## src/rtl/encoder_pkg.sv

```systemverilog
// Shared definitions for the 4-to-2 handshaked encoder: FSM encoding and default widths.
package encoder_pkg;

    typedef enum logic {
        ST_EMPTY = 1'b0,
        ST_FULL  = 1'b1
    } state_t;

    localparam int ERR_CNT_W_DEF = 8;

endpackage

```

## src/rtl/enc4_core.sv

```systemverilog
// Combinational 4-to-2 priority encoder with zero and multi-hot flags.
module enc4_core #(
    parameter int PRIO_HIGH = 1
) (
    input  logic [3:0] d,
    output logic [1:0] idx,
    output logic       zero,
    output logic       multi
);

    logic [3:0] scan_set;

    // Re-order the bits so that a single "last set bit wins" scan covers both priorities.
    genvar gi;
    generate
        for (gi = 0; gi < 4; gi++) begin : g_scan
            if (PRIO_HIGH != 0) begin : g_hi
                assign scan_set[gi] = d[gi];
            end else begin : g_lo
                assign scan_set[gi] = d[3 - gi];
            end
        end
    endgenerate

    always_comb begin
        idx = 2'd0;
        for (int i = 0; i < 4; i++) begin
            if (scan_set[i]) begin
                idx = (PRIO_HIGH != 0) ? 2'(i) : 2'(3 - i);
            end
        end
        zero  = (d == 4'd0);
        multi = ((d & (d - 4'd1)) != 4'd0);
    end

endmodule

```

## src/rtl/encoder_4_2_hs.sv

```systemverilog
// 4-to-2 encoder behind a one-deep valid/ready output register with a saturating error counter.
module encoder_4_2_hs
    import encoder_pkg::*;
#(
    parameter int PRIO_HIGH = 1,
    parameter int ERR_CNT_W = ERR_CNT_W_DEF
) (
    input  logic                 i_clk,
    input  logic                 i_rst,
    input  logic [3:0]           i_D,
    input  logic                 i_valid,
    output logic                 o_ready,
    output logic [1:0]           o_Y,
    output logic                 o_valid,
    input  logic                 i_ready,
    output logic                 o_zero,
    output logic                 o_err,
    output logic [ERR_CNT_W-1:0] o_err_cnt
);

    state_t               state_reg;
    logic [1:0]           y_reg;
    logic                 zero_reg;
    logic                 err_reg;
    logic [ERR_CNT_W-1:0] err_cnt_reg;

    logic [1:0] core_idx;
    logic       core_zero;
    logic       core_multi;
    logic       accept;

    enc4_core #(
        .PRIO_HIGH(PRIO_HIGH)
    ) u_core (
        .d    (i_D),
        .idx  (core_idx),
        .zero (core_zero),
        .multi(core_multi)
    );

    // Ready depends only on the held state and downstream ready, never on i_valid.
    assign o_ready = (state_reg == ST_EMPTY) || i_ready;
    assign accept  = i_valid && o_ready;

    always_ff @(posedge i_clk) begin
        if (i_rst) begin
            state_reg   <= ST_EMPTY;
            y_reg       <= 2'd0;
            zero_reg    <= 1'b0;
            err_reg     <= 1'b0;
            err_cnt_reg <= '0;
        end else begin
            if (accept) begin
                state_reg <= ST_FULL;
                y_reg     <= core_idx;
                zero_reg  <= core_zero;
                err_reg   <= core_multi;
                // Counting on accept only means a held sample is counted exactly once.
                if (core_multi && (err_cnt_reg != {ERR_CNT_W{1'b1}})) begin
                    err_cnt_reg <= err_cnt_reg + 1'b1;
                end
            end else if (i_ready) begin
                state_reg <= ST_EMPTY;
            end
        end
    end

    assign o_valid   = (state_reg == ST_FULL);
    assign o_Y       = y_reg;
    assign o_zero    = zero_reg;
    assign o_err     = err_reg;
    assign o_err_cnt = err_cnt_reg;

endmodule

```

## config.mk

```make
export PLATFORM = sky130hd
export DESIGN_NAME = encoder_4_2_hs
export DESIGN_NICKNAME = d
export VERILOG_FILES = /design/src/rtl/encoder_pkg.sv /design/src/rtl/enc4_core.sv /design/src/rtl/encoder_4_2_hs.sv
export SDC_FILE = /design/constraint.sdc
export NUM_CORES = 1
export LEC_CHECK = 0
export CAP_MARGIN = 20
export CORE_MARGIN = 2
export CORE_UTILIZATION = 46
export DETAILED_ROUTE_END_ITERATION = 12
export PLACE_DENSITY_LB_ADDON = 0.1
export SYNTH_ARGS = -nofsm -noshare
export SYNTH_HDL_FRONTEND = slang
export SYNTH_HIERARCHICAL = 1
export SYNTH_SLANG_ARGS = --single-unit
```

## constraint.sdc

```tcl
create_clock -name i_clk -period 2.9 [get_ports i_clk]
set_clock_uncertainty 0.1 [all_clocks]
set_input_delay 0.29 -clock i_clk [delete_from_list [all_inputs] [get_ports i_clk]]
set_output_delay 0.29 -clock i_clk [all_outputs]
set_load 0.02 [all_outputs]
```

==> results of run 1 <==
## synth_stat cells
library cell / n / share of area
sky130_fd_sc_hd__a211oi_1: 2 / 0.023
sky130_fd_sc_hd__a21o_1: 1 / 0.011
sky130_fd_sc_hd__a21oi_1: 11 / 0.084
sky130_fd_sc_hd__a31o_2: 1 / 0.013
sky130_fd_sc_hd__and3_1: 1 / 0.0095
sky130_fd_sc_hd__and4_4: 2 / 0.034
sky130_fd_sc_hd__buf_2: 1 / 0.0076
sky130_fd_sc_hd__buf_4: 1 / 0.011
sky130_fd_sc_hd__buf_6: 1 / 0.017
sky130_fd_sc_hd__clkbuf_1: 1 / 0.0057
sky130_fd_sc_hd__dfxtp_1: 13 / 0.40
sky130_fd_sc_hd__ha_1: 1 / 0.019
sky130_fd_sc_hd__inv_1: 3 / 0.017
sky130_fd_sc_hd__mux2_2: 2 / 0.034
sky130_fd_sc_hd__nand2_1: 8 / 0.046
sky130_fd_sc_hd__nand2b_1: 1 / 0.0095
sky130_fd_sc_hd__nand3_1: 6 / 0.046
sky130_fd_sc_hd__nand3_2: 1 / 0.015
sky130_fd_sc_hd__nand4_1: 2 / 0.019
sky130_fd_sc_hd__nor2_1: 3 / 0.017
sky130_fd_sc_hd__nor2b_1: 2 / 0.019
sky130_fd_sc_hd__nor3_2: 1 / 0.015
sky130_fd_sc_hd__nor4_1: 2 / 0.019
sky130_fd_sc_hd__o21ai_0: 2 / 0.015
sky130_fd_sc_hd__o31ai_1: 2 / 0.023
sky130_fd_sc_hd__o41ai_1: 1 / 0.013
sky130_fd_sc_hd__or2_4: 1 / 0.013
sky130_fd_sc_hd__or3_1: 1 / 0.0095
sky130_fd_sc_hd__or4_1: 3 / 0.034
## sequential cells by signal, indices dropped and copies added (netlist names)
register   cells
o_zero         1
o_Y            2
o_err          1
o_err_cnt      8
o_valid        1
## power by group through the flow
stage               clock network (uW)  logic (uW)  registers (uW)
global route                       131        64.8             190
global placement                     0        58.9             193
floorplan                            0        23.3             200
CTS                                121        60.5             189
detailed placement                   0        60.0             193
finish                             114        60.5             189
## cells by family (layout without fill, tap and decap cells)
group,Yosys count,after routing,share of synthesized area
compound gates,20,20,0.1832
fa+ha+maj,1,1,0.01908
buf+inv,7,28,0.05915
flops,13,13,0.3969
mux,2,2,0.03435
simple gates,34,34,0.3073
## area by class of cell
class,count,area (sq um)
tap,15,18.77
clock inverter,1,5.005
clock buffer,3,22.52
timing repair buffer,21,210.2
fill,112,432.9
multi-input combinational,57,356.6
sequential,13,260.3
inverter,3,11.26
## through the flow
step,setup WS [ns],total power (uW)
floorplan,1.117,223.1
global placement,0.7062,251.5
detailed placement,0.6216,252.7
CTS,0.8044,369.7
global route,0.7522,385.8
finish,0.8017,363.6
## critical path, stage by stage
cell and delay [ns]:
sky130_fd_sc_hd__clkdlybuf4s50_1 0.45, sky130_fd_sc_hd__nand2b_1 0.28, sky130_fd_sc_hd__clkdlybuf4s50_1 0.69
## path summary, 6_finish.rpt
| kind | from | to | slack [ns] | depth (start not counted) |
|---|---|---|---|---|
| worst min-delay path | o_Y[1] | o_Y[1] | 0.36 | 2 |
| worst min register to register | o_Y[1] | o_Y[1] | 0.36 | 2 |
| worst max-delay path | i_ready | o_ready | 0.80 | 3 |
| worst max register to register | o_valid | o_err_cnt[3] | 1.10 | 4 |
## layer usage
metal,track usage,share of wire,vias to the layer above
met5,0,0,-
met4,0.09677,0.027,0
met3,0.05217,0.049,6
met2,0.2594,0.43,24
met1,0.2527,0.49,299
li1,-,-,332
==> out/summary.json, run 1 <==
{
  "floorplan": {
    "floorplan.initialDensity": 0.4976,
    "core_area_sq_mm": 0.001318,
    "floorplan.die_area_sq_mm": 0.001743,
    "io-pin-count": 22,
    "chipWidth_microns": 41.75,
    "placement_rows": 13,
    "fp.dieH_microns": 41.75
  },
  "drt": {
    "viasPerCell": 5.850,
    "detail_route.wl_per_cell_microns": 13.31,
    "drtIter0Drc": 17,
    "route.detailed.drc": 0,
    "ant_nets": 0,
    "routed_wirelength_mm": 1.504,
    "drt_pass1_iterations": 5,
    "routed-via-count": 661
  },
  "critical_path": {
    "cp_endpoint_kind": "output port",
    "setup_crit_path_kind": "in2out",
    "critPathRequiredTime_ns": 2.51,
    "worstSetupStartpointType": "input pin",
    "crit_arrival_ns": 1.71,
    "cp_max_fo": 8
  },
  "cts": {
    "clock_sinks": 13,
    "cts_tree": "built",
    "cts_htree_levels": 1,
    "tritoncts_buffers": 3,
    "number_of_buffers_added_to_fix_hold_violations_after_cts": 0,
    "cts_buffer_depth": 2,
    "cts-resized-gates": 0,
    "post-cts-setup-buffer-count": 0,
    "insertion_delay_ns": 0.28,
    "clk_pin_slew_worst_paths_ns": 0.09,
    "clock-root-buffer": "sky130_fd_sc_hd__clkbuf_4"
  },
  "yosys": {
    "syn-num-nets": 86,
    "postSynthAreaPerCell_sq_um": 8.515,
    "sequential_cell_area_fraction_in_the_yosys_report": 0.3969,
    "synth-warning-count": 6,
    "synth_cell_type_count": 29,
    "syn_area_sq_um": 655.6,
    "ys_seq_elements": 13,
    "synthCells": 77
  },
  "job": {
    "max-cap-violations": 0
  },
  "global_routing": {
    "grt_util_all_layers": 0.1845,
    "grt_max_degree": 16,
    "wire_length_of_the_first_global_routing_pass_mm": 2.387,
    "via_count_of_the_first_global_routing_pass": 553,
    "grt_remaining_overflow": 0,
    "antenna_found_initial": 0
  },
  "power": {
    "p_switching_uw": 99.73,
    "seqPwrFrac": 0.519,
    "power.density_cell_area_mw_per_mm2": 411.0,
    "vdd.ir_drop.worst_uv": 307.3,
    "leakagePower_uw": 0.0003136,
    "power.share.combinational": 0.167,
    "internal_power_of_the_cells_uw": 263.8,
    "power.clock.fraction": 0.315,
    "netSwitchingFraction": 0.2743
  },
  "finish": {
    "layoutNonFillerInstCount": 113,
    "final_core_utilization": 0.6714,
    "layout.cells.most_common_list": "sky130_fd_sc_hd__clkdlybuf4s50_1 (21), sky130_fd_sc_hd__dfxtp_1 (13), sky130_fd_sc_hd__a21oi_1 (11), sky130_fd_sc_hd__nand2_1 (8), sky130_fd_sc_hd__nand3_1 (6)",
    "nNetsFinal": 108,
    "drive_gt1_frac": 0.1224,
    "mostFrequentLayoutCell": "sky130_fd_sc_hd__clkdlybuf4s50_1",
    "area_growth_pct": 34.92,
    "insertedDiodeCount": 0,
    "postLayoutCellArea_sq_um": 884.6
  },
  "place": {
    "detailedPlacementHpwl_mm": 1.048,
    "globalplace.congestion": 0.7653,
    "post-place-cells": 109,
    "portBuffers": 21,
    "placed_instance_area_sq_um": 857.1
  },
  "timing": {
    "totalNegativeSetupSlack_ns": 0,
    "rsz_0062_raised_after_global_routing": "false",
    "report.final.setup_viol": 0,
    "worst_hold_slack_ns": 0.3613,
    "timing.final.crit_period_ns": 2.098,
    "clock.fmax_mhz": 476.6,
    "timing_worst_slew_pin_value_ns": 0.5062,
    "fin_crit_share": 0.7236,
    "slew_headroom": 0.6615,
    "hold_violations": 0,
    "finalMaxSlewViolations": 0
  },
  "run_status": {
    "run_status": "completed"
  },
  "hold_path": {
    "worst_hold_path_type": "reg2reg"
  }
}
No activity file was read; power rests on OpenSTA's default activity.
==> run 2, diff against run 1 <==
--- a/config.mk
+++ b/config.mk
@@ -7,7 +7,7 @@
 export LEC_CHECK = 0
 export CAP_MARGIN = 20
 export CORE_MARGIN = 2
-export CORE_UTILIZATION = 46
+export CORE_UTILIZATION = 43
 export DETAILED_ROUTE_END_ITERATION = 12
 export PLACE_DENSITY_LB_ADDON = 0.1
 export SYNTH_ARGS = -nofsm -noshare
==> constraint.sdc (replaced) <==
create_clock -name i_clk -period 2.05 [get_ports i_clk]
set_clock_uncertainty 0.1 [all_clocks]
set_input_delay 0.205 -clock i_clk [delete_from_list [all_inputs] [get_ports i_clk]]
set_output_delay 0.205 -clock i_clk [all_outputs]
set_load 0.02 [all_outputs]
==> out/summary.json, run 2 (same netlist as run 1, synthesis figures left out) <==
{
  "finish": {
    "multi_input_logic_area": {"value": 356.6, "unit": "sq um", "change": "unchanged"},
    "largest_reg_flops": {"value": 8, "change": "unchanged"},
    "area.sequential": {"value": 260.3, "unit": "sq um", "change": "unchanged"},
    "layout.cells.most_common_list": "sky130_fd_sc_hd__clkdlybuf4s50_1 (21), sky130_fd_sc_hd__dfxtp_1 (13), sky130_fd_sc_hd__a21oi_1 (11), sky130_fd_sc_hd__buf_4 (9), sky130_fd_sc_hd__nand2_1 (8)",
    "insertedDiodeCount": {"value": 0, "change": "unchanged"},
    "mostFrequentLayoutCell": "sky130_fd_sc_hd__clkdlybuf4s50_1",
    "drive_gt1_frac": {"value": 0.1869, "change": "+0.06447"},
    "fillers": {"value": 129, "change": "+15%"},
    "nNetsFinal": {"value": 117, "change": "+8.3%"},
    "area_growth_pct": 45.23
  },
  "timing": {
    "timing_worst_slew_pin_value": {"value": 0.2809, "unit": "ns", "change": "-0.2253 ns"},
    "rsz_0062_raised_after_global_routing": "false",
    "timing.final.crit_period_ns": 1.869,
    "fin_crit_share": 0.9115,
    "report.final.setup_viol": {"value": 0, "change": "unchanged"},
    "hold_violations": {"value": 0, "change": "unchanged"},
    "worst_hold_slack": {"value": 0.3620, "unit": "ns", "change": "+0.0007000 ns"},
    "clock.fmax_mhz": 535.2,
    "finalMaxSlewViolations": {"value": 0, "change": "unchanged"},
    "slew_headroom": {"value": 0.8103, "change": "+0.1488"},
    "totalNegativeSetupSlack": {"value": 0, "unit": "ns", "change": "unchanged"}
  },
  "hold_path": {
    "worst_hold_path_type": "reg2reg"
  },
  "drt": {
    "viasPerCell": {"value": 5.480, "change": "-6.3%"},
    "detail_route.wl_per_cell": {"value": 12.48, "unit": "microns", "change": "-6.2%"},
    "drtIter0Drc": {"value": 13, "change": "-4"},
    "routed_wirelength": {"value": 1.535, "unit": "mm", "change": "+2.1%"},
    "ant_nets": {"value": 0, "change": "unchanged"},
    "routed-via-count": {"value": 674, "change": "+2.0%"},
    "route.detailed.drc": {"value": 0, "change": "unchanged"},
    "drt_pass1_iterations": {"value": 4, "change": "-1"}
  },
  "floorplan": {
    "core_area": {"value": 0.001471, "unit": "sq mm", "change": "+12%"},
    "chipWidth": {"value": 43.05, "unit": "microns", "change": "+3.1%"},
    "placement_rows": {"value": 14, "change": "+1"},
    "floorplan.die_area": {"value": 0.001853, "unit": "sq mm", "change": "+6.3%"},
    "fp.dieH": {"value": 43.05, "unit": "microns", "change": "+3.1%"},
    "floorplan.initialDensity": {"value": 0.4456, "change": "-0.05205"},
    "io-pin-count": {"value": 22, "change": "unchanged"}
  },
  "cts": {
    "clk_pin_slew_worst_paths": {"value": 0.08, "unit": "ns", "change": "about the same"},
    "cts_htree_levels": {"value": 1, "change": "unchanged"},
    "number_of_buffers_added_to_fix_hold_violations_after_cts": {"value": 0, "change": "unchanged"},
    "clock-root-buffer": "sky130_fd_sc_hd__clkbuf_4",
    "post-cts-setup-buffer-count": {"value": 0, "change": "unchanged"},
    "tritoncts_buffers": {"value": 3, "change": "unchanged"},
    "cts_tree": "built",
    "cts-resized-gates": {"value": 0, "change": "unchanged"},
    "cts_buffer_depth": {"value": 2, "change": "unchanged"},
    "insertion_delay": {"value": 0.28, "unit": "ns", "change": "about the same"},
    "clock_sinks": {"value": 13, "change": "unchanged"}
  },
  "place": {
    "globalplace.congestion": {"value": 0.7422, "change": "-3.0%"},
    "detailedPlacementHpwl": {"value": 1.138, "unit": "mm", "change": "+8.6%"},
    "portBuffers": {"value": 21, "change": "unchanged"}
  },
  "run_status": {
    "run_status": "completed"
  },
  "critical_path": {
    "critPathRequiredTime": {"value": 1.75, "unit": "ns", "change": "-0.76 ns"},
    "crit_arrival": {"value": 1.56, "unit": "ns", "change": "-0.15 ns"},
    "cp_endpoint_kind": "output port",
    "setup_crit_path_kind": "in2out",
    "cp_max_fo": {"value": 7, "change": "-1"},
    "worstSetupStartpointType": "input pin",
    "r2r_slack": {"value": 0.34, "unit": "ns", "change": "-0.76 ns"}
  },
  "global_routing": {
    "via_count_of_the_first_global_routing_pass": {"value": 574, "change": "+3.8%"},
    "wire_length_of_the_first_global_routing_pass": {"value": 2.366, "unit": "mm", "change": "-0.88%"},
    "antenna_found_initial": {"value": 0, "change": "unchanged"},
    "grt_max_degree": {"value": 12, "change": "-4"},
    "grt_util_all_layers": {"value": 0.1740, "change": "-0.01057"},
    "grt_remaining_overflow": {"value": 0, "change": "unchanged"}
  },
  "power": {
    "power.total": {"value": 530.2, "unit": "uW", "change": "+46%"},
    "power.density_cell_area": {"value": 556.8, "unit": "mW/mm^2", "change": "+35%"},
    "vdd.ir_drop.worst": {"value": 511.9, "unit": "uV", "change": "+67%"},
    "leakagePower": {"value": 0.0003528, "unit": "uW", "change": "+13%"}
  },
  "job": {
    "max-cap-violations": {"value": 0, "change": "unchanged"}
  }
}
## run 2: changes by cell type in the layout (fill, tap and decap cells not counted), sizes merged
cell    change
buf         +9
clkbuf      +1
clkinv      -1
## run 2: layout make-up
type                       instances  area share
clock buffer                       4     0.02760
sequential                        13      0.2733
timing repair buffer              30      0.2917
inverter                           3     0.01183
tap                               16     0.02102
multi-input combinational         57      0.3745
## run 2: worst max-delay path, stage by stage
cell                              delay (ns)
sky130_fd_sc_hd__clkdlybuf4s50_1        0.45
sky130_fd_sc_hd__nand2b_1               0.15
sky130_fd_sc_hd__buf_4                  0.16
sky130_fd_sc_hd__clkdlybuf4s50_1        0.60
## run 2: worst paths after layout
kind | from | endpoint | depth (start not counted)
min | o_Y[0] | o_Y[0] | 2
min reg2reg | o_Y[0] | o_Y[0] | 2
max reg2reg | o_err_cnt[0] | o_err_cnt[5] | 4
max | i_ready | o_ready | 4
## run 2: report_power, final
part | internal (uW) | total [uW] | switching, uW
clock network | 75.4 | 163 | 88.0
registers | 261 | 266 | 5.31
logic | 52.5 | 100 | 47.9
total | 389 | 530 | 141
## run 2: layer usage
metal,global-route usage,part of all wire,vias up
li1,-,-,347
met4,0.09091,0.0098,0
met3,0.05106,0.049,2
met2,0.2636,0.43,21
met1,0.2214,0.51,304
met5,0,0,-
## run 2: stage by stage
step | setup slack (ns) | utilization | cell area, sq um | instances
CTS | 0.1695 | 0.6471 | 952.2 | 123
global route | 0.1373 | 0.6471 | 952.2 | 123
detailed placement | -0.04897 | 0.6293 | 925.9 | 119
finish | 0.1814 | 0.6471 | 952.2 | 123
floorplan | 0.2674 | - | 655.6 | 77
global placement | -0.01992 | 0.6293 | 925.9 | 119
==> run 3, diff against run 2 <==
--- a/config.mk
+++ b/config.mk
@@ -9,6 +9,7 @@
 export CORE_MARGIN = 2
 export CORE_UTILIZATION = 43
 export DETAILED_ROUTE_END_ITERATION = 12
+export GPL_TIMING_DRIVEN = 0
 export PLACE_DENSITY_LB_ADDON = 0.1
 export SYNTH_ARGS = -nofsm -noshare
 export SYNTH_HDL_FRONTEND = slang
==> out/summary.json, run 3 (same netlist as run 1, synthesis figures left out) <==
{
  "critical_path": {
    "timing.critical_path.slowest_cell_delay": {"value": 0.55, "unit": "ns", "change": "-0.05 ns"},
    "critPathTopFamily": "buffers and inverters",
    "crit_arrival": {"value": 2.00, "unit": "ns", "change": "+0.44 ns"},
    "timing.rr.end": "o_err_cnt[3]",
    "ff2ff_path_depth": {"value": 5, "change": "+1"},
    "critPathRequiredTime": {"value": 2.12, "unit": "ns", "change": "+0.37 ns"},
    "cp_endpoint_kind": "flip-flop",
    "crit_slowest_cell": "sky130_fd_sc_hd__clkdlybuf4s50_1",
    "setup_crit_path_kind": "in2reg",
    "worstSetupStartpointType": "input pin",
    "timing.critical_path.buf_inv": {"value": 2, "change": "-1"},
    "critPathCapture": "o_err_cnt[5]",
    "cp_max_fo": {"value": 10, "change": "+3"},
    "r2r_slack": {"value": 0.21, "unit": "ns", "change": "-0.13 ns"},
    "cp_cell_sequence": "clkdlybuf4s50_1, a211oi_1, nor2_1, nand3_2, buf_2, nor4_1, mux2_2",
    "timing.rr.start": "o_err_cnt[0]",
    "crit_start": "i_D[1]",
    "worst-path-stages": {"value": 7, "change": "+3"}
  },
  "power": {
    "p_switching": {"value": 135.4, "unit": "uW", "change": "-4.1%"},
    "power.density_cell_area": {"value": 564.0, "unit": "mW/mm^2", "change": "+1.3%"},
    "leakagePower": {"value": 0.0003257, "unit": "uW", "change": "-7.7%"},
    "seqPwrFrac": {"value": 0.518, "change": "+0.016"},
    "vdd.ir_drop.worst": {"value": 477.7, "unit": "uV", "change": "-6.7%"},
    "power.share.combinational": {"value": 0.173, "change": "-0.016"},
    "internal_power_of_the_cells": {"value": 379.0, "unit": "uW", "change": "-2.5%"},
    "power.clock.fraction": {"value": 0.309, "change": "about the same"},
    "netSwitchingFraction": {"value": 0.2632, "change": "-0.003204"}
  },
  "timing": {
    "fin_crit_share": {"value": 0.9388, "change": "+0.02730"},
    "slew_headroom": {"value": 0.7008, "change": "-0.1095"},
    "hold_violations": {"value": 0, "change": "unchanged"},
    "report.final.setup_viol": {"value": 0, "change": "unchanged"},
    "finalMaxSlewViolations": {"value": 0, "change": "unchanged"},
    "timing.final.ws_setup": {"value": 0.1254, "unit": "ns", "change": "-0.05597 ns"},
    "rsz_0062_raised_after_global_routing": "false",
    "clock.fmax": {"value": 519.6, "unit": "MHz", "change": "-2.9%"},
    "timing_worst_slew_pin_value": {"value": 0.4488, "unit": "ns", "change": "+0.1679 ns"},
    "worst_hold_slack": {"value": 0.3534, "unit": "ns", "change": "-0.008618 ns"},
    "timing.final.crit_period": {"value": 1.925, "unit": "ns", "change": "+0.05597 ns"},
    "totalNegativeSetupSlack": {"value": 0, "unit": "ns", "change": "unchanged"}
  },
  "drt": {
    "routed-via-count": {"value": 650, "change": "-3.6%"},
    "routed_wirelength": {"value": 1.550, "unit": "mm", "change": "+0.98%"},
    "drt_pass1_iterations": {"value": 4, "change": "unchanged"},
    "drtIter0Drc": {"value": 7, "change": "-6"},
    "detail_route.wl_per_cell": {"value": 13.14, "unit": "microns", "change": "+5.3%"},
    "ant_nets": {"value": 0, "change": "unchanged"},
    "route.detailed.drc": {"value": 0, "change": "unchanged"},
    "viasPerCell": {"value": 5.508, "change": "+0.53%"}
  },
  "finish": {
    "largest_reg_flops": {"value": 8, "change": "unchanged"},
    "fillers": {"value": 137, "change": "+6.2%"},
    "layout.cells.most_common_list": "sky130_fd_sc_hd__clkdlybuf4s50_1 (21), sky130_fd_sc_hd__dfxtp_1 (13), sky130_fd_sc_hd__a21oi_1 (11), sky130_fd_sc_hd__nand2_1 (8), sky130_fd_sc_hd__nand3_1 (6)",
    "mostFrequentLayoutCell": "sky130_fd_sc_hd__clkdlybuf4s50_1",
    "area_growth_pct": 39.12,
    "layoutNonFillerInstCount": {"value": 118, "change": "-4.1%"},
    "insertedDiodeCount": {"value": 0, "change": "unchanged"},
    "nNetsFinal": {"value": 112, "change": "-4.3%"},
    "area.sequential": {"value": 260.3, "unit": "sq um", "change": "unchanged"},
    "postLayoutCellArea": {"value": 912.1, "unit": "sq um", "change": "-4.2%"},
    "multi_input_logic_area": {"value": 356.6, "unit": "sq um", "change": "unchanged"},
    "drive_gt1_frac": {"value": 0.1373, "change": "-0.04966"}
  },
  "job": {
    "max-cap-violations": {"value": 0, "change": "unchanged"}
  },
  "global_routing": {
    "gr-usage-met3": {"value": 0.05106, "change": "unchanged"},
    "grt_max_degree": {"value": 11, "change": "-1"},
    "grt_remaining_overflow": {"value": 0, "change": "unchanged"},
    "global_route.peak_usage_layer": "met2",
    "antenna_found_initial": {"value": 0, "change": "unchanged"},
    "via_count_of_the_first_global_routing_pass": {"value": 599, "change": "+4.4%"},
    "wire_length_of_the_first_global_routing_pass": {"value": 2.573, "unit": "mm", "change": "+8.7%"},
    "met1_resource_use_gr": {"value": 0.2408, "change": "+0.01948"},
    "grt_util_all_layers": {"value": 0.1900, "change": "+0.01607"},
    "grtUsageMet2": {"value": 0.2879, "change": "+0.02424"}
  },
  "floorplan": {
    "placement_rows": {"value": 14, "change": "unchanged"},
    "io-pin-count": {"value": 22, "change": "unchanged"},
    "core_area": {"value": 0.001471, "unit": "sq mm", "change": "unchanged"},
    "chipWidth": {"value": 43.05, "unit": "microns", "change": "unchanged"},
    "floorplan.initialDensity": {"value": 0.4456, "change": "unchanged"},
    "floorplan.die_area": {"value": 0.001853, "unit": "sq mm", "change": "unchanged"},
    "fp.dieH": {"value": 43.05, "unit": "microns", "change": "unchanged"}
  },
  "cts": {
    "cts-resized-gates": {"value": 0, "change": "unchanged"},
    "tritoncts_buffers": {"value": 3, "change": "unchanged"},
    "cts_buffer_depth": {"value": 2, "change": "unchanged"},
    "clock-root-buffer": "sky130_fd_sc_hd__clkbuf_4",
    "post-cts-setup-buffer-count": {"value": 0, "change": "unchanged"},
    "clk_pin_slew_worst_paths": {"value": 0.08, "unit": "ns", "change": "about the same"},
    "cts_htree_levels": {"value": 1, "change": "unchanged"},
    "number_of_buffers_added_to_fix_hold_violations_after_cts": {"value": 0, "change": "unchanged"},
    "cts_tree": "built",
    "clock_sinks": {"value": 13, "change": "unchanged"},
    "insertion_delay": {"value": 0.28, "unit": "ns", "change": "about the same"}
  },
  "place": {
    "globalplace.congestion": {"value": 0.7715, "change": "+3.9%"},
    "detailedPlacementHpwl": {"value": 1.146, "unit": "mm", "change": "+0.69%"},
    "placed_instance_area": {"value": 885.9, "unit": "sq um", "change": "-4.3%"},
    "post-place-cells": {"value": 114, "change": "-4.2%"},
    "portBuffers": {"value": 21, "change": "unchanged"},
    "pre_cts_ws": {"value": -0.1636, "unit": "ns", "change": "-0.1147 ns"}
  },
  "run_status": {
    "run_status": "completed"
  },
  "hold_path": {
    "worst_hold_path_type": "reg2reg"
  }
}
run 3: worst min path at each step:
stage,start,end,slack (ns),cells after the start
finish,o_zero,o_zero,0.35,2
global route,o_Y[1],o_Y[1],0.39,2
CTS,o_zero,o_zero,0.36,2
detailed placement,o_zero,o_zero,0.35,2
global placement,o_zero,o_zero,0.34,2
floorplan,i_rst,o_err_cnt[2],0.17,1
run 3: cell type report:
| cell class | count | share of cell area |
|---|---|---|
| Buffer | 4 | 0.03018 |
| Clock buffer | 4 | 0.02881 |
| Inverter | 3 | 0.01235 |
| Multi-Input combinational cell | 57 | 0.3909 |
| Sequential cell | 13 | 0.2853 |
| Tap cell | 16 | 0.02195 |
| Timing Repair Buffer | 21 | 0.2305 |
run 3: metal layers:
metal / routed length, microns / part of all wire
met1: 735 / 0.47
met3: 62 / 0.040
met5: 0 / 0
met2: 718 / 0.46
met4: 34 / 0.022
run 3: worst reg2reg max path, cell delays in order, from the launching register on:
cell and delay [ns]:
sky130_fd_sc_hd__dfxtp_1 0.35, sky130_fd_sc_hd__ha_1 0.30, sky130_fd_sc_hd__and4_4 0.22, sky130_fd_sc_hd__buf_6 0.13, sky130_fd_sc_hd__nor4_1 0.28, sky130_fd_sc_hd__mux2_2 0.37
run 3: stage by stage:
stage / utilization / power (uW)
6_report: 0.6199 / 514.4
5_1_grt: 0.6199 / 541.9
4_1_cts: 0.6199 / 520.2
3_5_place_dp: 0.6020 / 361.2
3_3_place_gp: 0.6020 / 358.9
2_1_floorplan: - / 315.6
run 3: power groups by stage:
stage	sequential [uW]	combinational [uW]	clock (uW)
after floorplan	283	32.9	0
after global placement	272	86.8	0
after detailed placement	272	88.7	0
after CTS	267	89.1	165
after global routing	268	96.2	178
final	267	89.0	159
==> variant: new RTL, settings of run 3 <==
Reset style: asynchronous (`i_rst`), changed in one clocked block.
--- a/src/rtl/encoder_4_2_hs.sv
+++ b/src/rtl/encoder_4_2_hs.sv
@@ -44,3 +44,3 @@
 
-    always_ff @(posedge i_clk) begin
+    always_ff @(posedge i_clk or posedge i_rst) begin
         if (i_rst) begin
Check against the original RTL: differs if i_rst is asserted again (counterexample within 4 cycles, from zero or initial values and one cycle with i_rst high); with i_rst held inactive, the same outputs for 10 cycles.
==> variant against run 3 <==
  * Sequential cell count stayed put
  * Core utilization is 0.87 points higher
  * Routed wire length down 11%
  * Largest cell class unchanged
  * Final area rose by 2.6%
  * Setup slack better by 100 ps
  * Synthesized area up 3.4%
Power is not compared: it rests on default switching activity, and its combinational part moved more than twofold at a synthesized area within 25%.
==> variant: results (changes against run 3) <==
set qor(outcome) {finished, final reports clean} ;# unchanged
set qor(fin_hold_ws_ps) 127 ;# was 353 ps
set qor(gpl.final_weighted_congestion) 0.802 ;# was 0.772
set qor(fill_cells) 124 ;# was 137
set qor(timing.critical_path.slowest_cell_delay_ps) 610 ;# was 550 ps
set qor(relSlewSlack_pct) 66.8 ;# was 70.1%
set qor(worst_hold_path_type) {in2async} ;# was reg2reg
set qor(number_of_port_buffers) 21 ;# unchanged
set qor(vdd_drop_max_mv) 0.710
set qor(place_hpwl_mm) 1.01 ;# was 1.15 mm
set qor(postSynth.topFlopCell) {dfrtp_1} ;# was dfxtp_1
set qor(synth_fp_nets) 71 ;# was 86
set qor(setup.reg_to_reg.worst_slack_ps) 530 ;# was 210 ps
set qor(cts_hold_buffers) 0 ;# unchanged
set qor(grt_max_degree) 14 ;# was 11
set qor(p_leak_nw) 0.409
set qor(cell_variety_after_synth) 29 ;# unchanged
set qor(synth_sequential_area_ratio_pct) 48.0 ;# was 39.7%
set qor(largest_reg_flops) 8 ;# unchanged
set qor(worstPathMaxFanout) 8 ;# was 10
set qor(fin_nets) 97 ;# was 112
set qor(synth_async_sr_flop_share_pct) 100 ;# was 0%
set qor(grt_pass1_wl_mm) 2.26 ;# was 2.57 mm
set qor(globalRouteTotalUtil_pct) 16.1 ;# was 19.0%
set qor(wire_per_inst_um) 13.3 ;# was 13.1 um
set qor(number_of_antenna_violations_at_the_first_check_in_global_routing) 0 ;# unchanged
set qor(vias_per_cell) 5.40 ;# was 5.51
set qor(netlist_top_cells_area) {dfrtp_1 48%, mux2_2 5.0%, nand2_1 3.3%, nand4_4 3.1%, o21ai_0 3.0%} ;# was dfxtp_1 40%, a21oi_1 8.4%, nand3_1 4.6%, nand2_1 4.6%, and4_4 3.4%
set qor(synth_top_cells_by_count) {13 x dfrtp_1, 6 x nand2_1, 4 x inv_1, 4 x nor2_1, 4 x o21ai_0} ;# was 13 x dfxtp_1, 11 x a21oi_1, 8 x nand2_1
set qor(htree_levels) 1 ;# unchanged
set qor(antenna_cells) 0 ;# unchanged
set qor(clk_transition_reported_paths_ps) 90
set qor(cts_post_setup_buffers_inserted) 0 ;# unchanged
set qor(critPathArrivalTime_ps) 1520 ;# was 2000 ps
set qor(first_global_vias) 528 ;# was 599
set qor(timing.final.setup_violations) 0 ;# unchanged
set qor(post_route_cells_drive_above_1_share_pct) 19.5 ;# was 13.7%
set qor(starting_drt_drc_count) 8 ;# was 7
set qor(postPlaceCellArea_sq_um) 908 ;# was 886 sq um
set qor(drt_pre_antenna_iters) 4 ;# unchanged
==> variant: report_power, final <==
group / internal (mW) / switching, mW / leakage, nW / total (mW)
clock: 0.0726 / 0.0923 / 0.0177 / 0.165
combinational: 0.192 / 0.179 / 0.240 / 0.371
sequential: 0.316 / 0.0769 / 0.151 / 0.393
total: 0.580 / 0.348 / 0.409 / 0.929
==> variant: path summary, 6_finish.rpt <==
kind                                      to         start  cells past startpoint
worst max-delay path                 o_ready       i_ready                      4
worst min-delay path                   o_err         i_rst                      2
worst max register to register  o_err_cnt[1]  o_err_cnt[0]                      5
worst min register to register         o_err         o_err                      2
max in group asynchronous       o_err_cnt[6]         i_rst                      2
min in group i_clk                     o_err         o_err                      2
==> variant: layer usage <==
layer / track usage (%) / wire length [um]
met1: 19.9 / 610
met2: 25.6 / 666
met3: 2.92 / 62
met4: 10.9 / 36
met5: 0 / 0
==> variant: final cells by class <==
type	count	area, sq um	area share, %
tap	16	20.0	2.14
clock inverter	1	5.00	0.535
sequential	13	325	34.8
buffer	1	7.51	0.802
clock buffer	3	22.5	2.41
timing repair buffer	21	210	22.5
inverter	4	15.0	1.60
multi-input combinational	44	330	35.3
==> variant: through the flow <==
stage          std cells  setup slack, ps
2_1_floorplan         62              533
3_3_place_gp          99             75.2
3_5_place_dp          99             39.6
4_1_cts              103              216
5_1_grt              103              192
6_report             103              228
==> variant: logic make-up (layout without fill, tap and decap cells) <==
logic type / after synthesis / in the layout / share of synthesized area (%)
compound gates: 9 / 9 / 8.30
mux: 5 / 5 / 8.85
simple gates: 26 / 26 / 25.8
buf+inv: 5 / 30 / 3.32
fa+ha+maj: 1 / 1 / 1.84
flops: 13 / 13 / 48.0
xor+xnor: 3 / 3 / 3.88
